File: src/rtl/game_pkg.sv
// Shared definitions for the game datapath: direction codes, scheduler states
// and the priority helpers used by the move-command scheduler and engine FSM.
package game_pkg;

    localparam logic [2:0] DIR_NONE  = 3'b000;
    localparam logic [2:0] DIR_UP    = 3'b001;
    localparam logic [2:0] DIR_DOWN  = 3'b010;
    localparam logic [2:0] DIR_LEFT  = 3'b011;
    localparam logic [2:0] DIR_RIGHT = 3'b100;

    localparam int TILE_W = 4;

    typedef enum logic [1:0] {
        ARMED = 2'd0,
        LOCK  = 2'd1,
        HALT  = 2'd2
    } sched_state_t;

    // Rise vector bit order is {right, left, down, up}; lowest bit wins.
    function automatic logic [2:0] pick_dir(input logic [3:0] rise);
        if (rise[0])      return DIR_UP;
        else if (rise[1]) return DIR_DOWN;
        else if (rise[2]) return DIR_LEFT;
        else if (rise[3]) return DIR_RIGHT;
        else              return DIR_NONE;
    endfunction

    function automatic logic [1:0] extra_rises(input logic [3:0] rise);
        logic [2:0] n;
        n = {2'b0, rise[0]} + {2'b0, rise[1]} + {2'b0, rise[2]} + {2'b0, rise[3]};
        return (n == 3'd0) ? 2'd0 : 2'(n - 3'd1);
    endfunction

endpackage

File: src/rtl/cmd_fifo.sv
// DEPTH x W synchronous FIFO with flush; a push into a full FIFO is accepted
// only when a pop happens on the same edge.
module cmd_fifo #(
    parameter int DEPTH = 4,
    parameter int W     = 3
) (
    input  logic                   clk,
    input  logic                   rst,
    input  logic                   push,
    input  logic                   pop,
    input  logic                   flush,
    input  logic [W-1:0]           din,
    output logic [W-1:0]           dout,
    output logic [$clog2(DEPTH):0] count,
    output logic                   full,
    output logic                   empty
);
    localparam int AW = $clog2(DEPTH);

    logic [W-1:0]  mem [DEPTH];
    logic [AW-1:0] wr_ptr;
    logic [AW-1:0] rd_ptr;
    logic          do_pop;
    logic          do_push;

    assign empty   = (count == '0);
    assign full    = (count == (AW+1)'(DEPTH));
    assign do_pop  = pop & ~empty;
    assign do_push = push & (~full | do_pop);
    assign dout    = mem[rd_ptr];

    always_ff @(posedge clk) begin
        if (rst || flush) begin
            wr_ptr <= '0;
            rd_ptr <= '0;
            count  <= '0;
        end else begin
            if (do_push) wr_ptr <= wr_ptr + 1'b1;
            if (do_pop)  rd_ptr <= rd_ptr + 1'b1;
            case ({do_push, do_pop})
                2'b10:   count <= count + 1'b1;
                2'b01:   count <= count - 1'b1;
                default: count <= count;
            endcase
        end
    end

    always_ff @(posedge clk) begin
        if (do_push && !flush && !rst) mem[wr_ptr] <= din;
    end

endmodule

File: src/rtl/move_cmd_scheduler.sv
// Turns button presses into queued direction commands for the game engine.
// Optional auto-repeat of a held button is enabled with `define AUTOREPEAT_EN.
module move_cmd_scheduler
    import game_pkg::*;
#(
    parameter int DEPTH   = 4,
    parameter int LOCKOUT = 8,
    parameter int REPEAT  = 1024
) (
    input  logic                   clk,
    input  logic                   rst,
    input  logic                   up,
    input  logic                   down,
    input  logic                   left,
    input  logic                   right,
    input  logic                   game_over,
    input  logic                   cmd_ready,
    output logic                   cmd_valid,
    output logic [2:0]             cmd_dir,
    output logic [$clog2(DEPTH):0] q_count,
    output logic [7:0]             drop_cnt,
    output sched_state_t           state
);
    localparam int LW = (LOCKOUT > 1) ? $clog2(LOCKOUT) : 1;
    localparam logic [LW-1:0] LOCK_LOAD = LW'(LOCKOUT - 1);

    // Handshake: a command transfers on any edge where cmd_valid && cmd_ready;
    // cmd_dir holds while cmd_valid is high and cmd_ready is low.

    sched_state_t  state_n;
    logic [3:0]    btn;
    logic [3:0]    prev;
    logic [3:0]    rise;
    logic [LW-1:0] lock_cnt;
    logic [LW-1:0] lock_n;
    logic          push_req;
    logic [2:0]    push_dir;
    logic [1:0]    extra;
    logic          pop;
    logic          push;
    logic          push_drop;
    logic          full;
    logic          empty;
    logic [2:0]    head;
    logic [8:0]    drop_sum;
    logic          repeat_fire;

    assign btn  = {right, left, down, up};
    assign rise = btn & ~prev;

`ifdef AUTOREPEAT_EN
    localparam int HW = (REPEAT > 1) ? $clog2(REPEAT) : 1;

    logic [HW-1:0] hold_cnt;
    logic [2:0]    last_dir;
    logic          held;

    always_comb begin
        held = 1'b0;
        case (last_dir)
            DIR_UP:    held = btn[0];
            DIR_DOWN:  held = btn[1];
            DIR_LEFT:  held = btn[2];
            DIR_RIGHT: held = btn[3];
            default:   held = 1'b0;
        endcase
    end

    assign repeat_fire = (state == ARMED) && (rise == 4'b0) && held &&
                         (hold_cnt == HW'(REPEAT - 1));

    always_ff @(posedge clk) begin
        if (rst) begin
            hold_cnt <= '0;
            last_dir <= DIR_NONE;
        end else begin
            if (state == ARMED && rise != 4'b0) last_dir <= pick_dir(rise);
            // Counter only runs across uninterrupted ARMED cycles with the button held.
            if (state != ARMED || rise != 4'b0 || !held || repeat_fire)
                hold_cnt <= '0;
            else
                hold_cnt <= hold_cnt + 1'b1;
        end
    end
`else
    assign repeat_fire = 1'b0;
`endif

    always_comb begin
        state_n  = state;
        lock_n   = lock_cnt;
        push_req = 1'b0;
        push_dir = DIR_NONE;
        extra    = 2'd0;
        case (state)
            ARMED: begin
                if (rise != 4'b0) begin
                    push_req = 1'b1;
                    push_dir = pick_dir(rise);
                    extra    = extra_rises(rise);
                    lock_n   = LOCK_LOAD;
                    state_n  = LOCK;
                end else if (repeat_fire) begin
`ifdef AUTOREPEAT_EN
                    push_dir = last_dir;
`endif
                    push_req = 1'b1;
                    lock_n   = LOCK_LOAD;
                    state_n  = LOCK;
                end
            end
            LOCK: begin
                if (lock_cnt == '0) state_n = ARMED;
                else                lock_n  = lock_cnt - 1'b1;
            end
            HALT:    state_n = HALT;
            default: state_n = HALT;
        endcase
        // game_over wins over this cycle's press: nothing pushed, nothing counted.
        if (game_over) begin
            state_n  = HALT;
            push_req = 1'b0;
            extra    = 2'd0;
        end
    end

    assign pop       = cmd_valid & cmd_ready & ~game_over;
    assign push      = push_req & (~full | pop);
    assign push_drop = push_req & full & ~pop;
    assign drop_sum  = {1'b0, drop_cnt} + {7'b0, extra} + {8'b0, push_drop};

    always_ff @(posedge clk) begin
        if (rst) begin
            state    <= ARMED;
            lock_cnt <= '0;
            prev     <= 4'b1111;
            drop_cnt <= 8'd0;
        end else begin
            state    <= state_n;
            lock_cnt <= lock_n;
            prev     <= btn;
            drop_cnt <= (drop_sum > 9'd255) ? 8'd255 : drop_sum[7:0];
        end
    end

    cmd_fifo #(
        .DEPTH (DEPTH),
        .W     (3)
    ) u_fifo (
        .clk   (clk),
        .rst   (rst),
        .push  (push),
        .pop   (pop),
        .flush (game_over),
        .din   (push_dir),
        .dout  (head),
        .count (q_count),
        .full  (full),
        .empty (empty)
    );

    assign cmd_valid = ~empty;
    assign cmd_dir   = empty ? DIR_NONE : head;

endmodule

File: config.mk
export PLATFORM = sky130hd
export DESIGN_NAME = move_cmd_scheduler
export DESIGN_NICKNAME = d
export VERILOG_FILES = /design/src/rtl/game_pkg.sv /design/src/rtl/cmd_fifo.sv /design/src/rtl/move_cmd_scheduler.sv
export SDC_FILE = /design/constraint.sdc
export NUM_CORES = 1
export LEC_CHECK = 0
export CAP_MARGIN = 5
export CORE_ASPECT_RATIO = 1.75
export CORE_MARGIN = 10
export CORE_UTILIZATION = 45
export CTS_BUF_LIST = sky130_fd_sc_hd__clkbuf_4 sky130_fd_sc_hd__clkbuf_8 sky130_fd_sc_hd__clkbuf_16
export CTS_CLUSTER_DIAMETER = 30
export DETAILED_ROUTE_END_ITERATION = 10
export GPL_ROUTABILITY_DRIVEN = 0
export GPL_TIMING_DRIVEN = 1
export HOLD_SLACK_MARGIN = 0.12
export PLACE_DENSITY = 0.71
export SETUP_SLACK_MARGIN = 0.15
export SYNTH_ARGS = -nofsm -noshare
export SYNTH_HDL_FRONTEND = slang
export SYNTH_HIERARCHICAL = 1
export SYNTH_SLANG_ARGS = --single-unit
File: constraint.sdc
create_clock -name clk -period 7.6 [get_ports clk]
set_input_delay 0.76 -clock clk [delete_from_list [all_inputs] [get_ports clk]]
set_output_delay 0.76 -clock clk [all_outputs]
set_load 0.01 [all_outputs]
==> metrics.txt <==
P&R area growth vs syn=20.5%; most common cell after layout, fill and taps aside=dfxtp_1; drt drc=0; Post-CTS Resized=0; Post-Route M1 WL=about 1.3 mm; reg2reg setup slack=4.09 ns; reg2reg start=u_fifo/count[0]; # IOs=25; most frequent cells in the layout=dfxtp_1 (26), clkdlybuf4s50_1 (24), inv_1 (18); WHS Path Cells=2; initial antenna violation count=0; Root Buffer=clkbuf_8; Setup crit start kind=input port; Hold Path Origin=u_fifo/rd_ptr[0]; Mean Syn Cell Area=roughly 11 sq um; CTS Buf Count=5; Max VDD drop=between 0.0001 and 0.00015 V; Avg WL per Cell=between 10 and 15 microns; CP Data Required Time=approximately 7.8 ns; CTS tree=yes; Hold Slack=around 0.51 ns; highest routed layer=met4; Max Root-Sink Buffers=2; Nets=approximately 230; number of vias per cell=roughly 5.5; Worst Tran Pin Value=0.898 ns; First-pass DRT Iterations=2; Row Count=31; TritonCTS Sinks=38; Core Area=slightly above 4000 sq um; Clock Pin Slew Worst Setup and Hold Paths=roughly 0.060 ns; WL met3=between 150 and 200 microns; global-route wire length before repair=around 6.6 mm; largest net degree at the start of global routing=18; HP Class=register to register; syn_nets=200; f_max=approximately 240 MHz; Pins Over Slew Limit=0; Final period util=54.2%; CTS Hold Buffers Added=0; initial DRC count=27; filler cell count=between 300 and 400; vias post-DR=~1400; #FFs+latches synth=38; post-synthesis cell area=1880 sq um; Die Ht=roughly 110 microns; Routed Antenna Nets=0; vias in the first global route=about 1500; YS warnings=6; Reg2Reg Depth=11; WL final=around 3.8 mm; count of input and output buffers=24; Post-Route Setup TNS=0 ns; CP Class=input port to register; final setup fails=0; Initial Util=between 40% and 50%; Leakage=about 0.82 nW; worst path arrival time=roughly 4.3 ns; H-tree depth=2; ANT cells=0; share of cells above drive strength 1=~13%; fin crit period=slightly above 4 ns; RR Endpoint=u_fifo/count[2]; pwr dens=171 nW/um^2; die width=68.9 microns; Clk Latency, worst-skew pair=approximately 0.28 ns; max cap viols=0; outcome=complete, no violations; Worst slew margin=between 30% and 40%; GRT overflow=0; Hold Fails Final Rpt=0; hpwl dp=roughly 3.2 mm; met2 routed WL=about 2.2 mm; clk_skew=around 0.0052 ns; Yosys cell types=37; CP Max Fanout=4; setup bufs post-CTS=0; Seq/Total Area, Yosys=between 40% and 50%; Critical Path Sink Type=register; Die Area=slightly above 7000 sq um; Mapped Cells=177; RSZ-0062 raised after global routing=false; GRT Util Overall=11.6%
[metrics by stage]
step	util (%)	total power [W]	cell area [sq um]	worst slack (ns)	std cells
after floorplan	-	0.000243	1880	3.87	177
after global placement	53.0	0.000254	2180	3.24	248
after detailed placement	53.0	0.000258	2180	3.16	248
after CTS	55.2	0.000393	2270	3.46	256
after global routing	55.2	0.000407	2270	3.20	256
final	55.2	0.000389	2270	3.48	256
[cell usage after synthesis]
cell      count  share of area [%]
edfxtp_1     12                 19
nor4_1        1               0.33
a221oi_1      2               0.93
and4_1        2               0.93
or4_1         2               0.80
mux4_2        3                3.6
a21o_2        1               0.47
inv_1        18                3.6
nand3_2       1               0.53
or2_0         1               0.33
or4b_1        1               0.53
o211a_1       2                1.1
o21ai_0       8                2.1
nor2b_1      10                3.3
dfxtp_1      26                 28
nand2_1       4               0.80
fa_1          4                4.3
nand4_1       1               0.33
and3_1        1               0.33
and3_2        4                1.6
and2_4        1               0.47
nand3_1       2               0.53
or4b_4        1               0.73
xor2_1        3                1.4
clkbuf_1      2               0.40
and4b_4       1               0.73
or3_1         6                2.0
o31ai_2       2                1.3
nor3b_1       5                2.0
nor3_1        6                1.6
or2_2         4                1.3
a21oi_1      12                3.2
and4b_1       1               0.53
a31oi_1       3                1.0
and3b_1       1               0.47
ha_1         11                7.3
nor2_1       12                2.4
[power breakdown]
group / switching, W / internal, W / leakage (nW) / total [W]
Sequential: 0.00000297 / 0.000213 / 0.317 / 0.000216
Combinational: 0.0000191 / 0.0000171 / 0.457 / 0.0000362
Clock: 0.0000607 / 0.0000757 / 0.0498 / 0.000136
[flip-flops by register name, summed over array words and instances, names as in the netlist, named ones only]
| register | cells |
|---|---|
| u_fifo/mem | 12 |
| u_fifo/rd_ptr | 2 |
| lock_cnt | 3 |
| u_fifo/wr_ptr | 2 |
| prev | 4 |
| drop_cnt | 8 |
| state | 2 |
| u_fifo/count | 3 |
[kinds of logic (layout without fill, tap and decap cells)]
logic type	Yosys count	count (layout)	share of synthesized area, %
AOI/OAI and AO/OA	30	30	10.1
xor gates and xnor gates	3	3	1.40
adders and majority gates	15	15	11.6
buffers and inverters	20	50	3.99
DFF	38	38	46.8
muxes	3	3	3.59
and+or+nand+nor	68	68	22.6
[layer usage]
metal | up-vias | global-route usage, %
met5 | - | 0
met4 | 0 | 4.25
met3 | 8 | 4.24
met2 | 21 | 21.2
met1 | 672 | 10.9
li1 | 696 | -
[worst max path at each step]
stage	from	to	cells past startpoint
after global placement	up	drop_cnt[7]	13
after detailed placement	up	drop_cnt[7]	13
final	up	drop_cnt[7]	13
after global routing	up	drop_cnt[1]	12
after floorplan	up	drop_cnt[7]	12
after CTS	up	drop_cnt[7]	13
[final cells by class]
cell class | instances | area (sq um) | share of cell area, %
Clock buffer | 8 | 91.3 | 4.03
Timing Repair Buffer | 24 | 240 | 10.6
Multi-Input combinational cell | 119 | 927 | 40.9
Inverter | 18 | 67.6 | 2.98
Sequential cell | 38 | 881 | 38.8
Tap cell | 49 | 61.3 | 2.70
[critical path, stage by stage]
cell	delay, ns
clkdlybuf4s50_1	0.47
nor2b_1	0.31
fa_1	0.49
ha_1	0.20
ha_1	0.30
nor2_1	0.10
nor4_1	0.07
fa_1	0.44
inv_1	0.08
fa_1	0.22
and4b_4	0.23
or4_1	0.49
o211a_1	0.13
No activity file was read; power rests on OpenSTA's default activity.
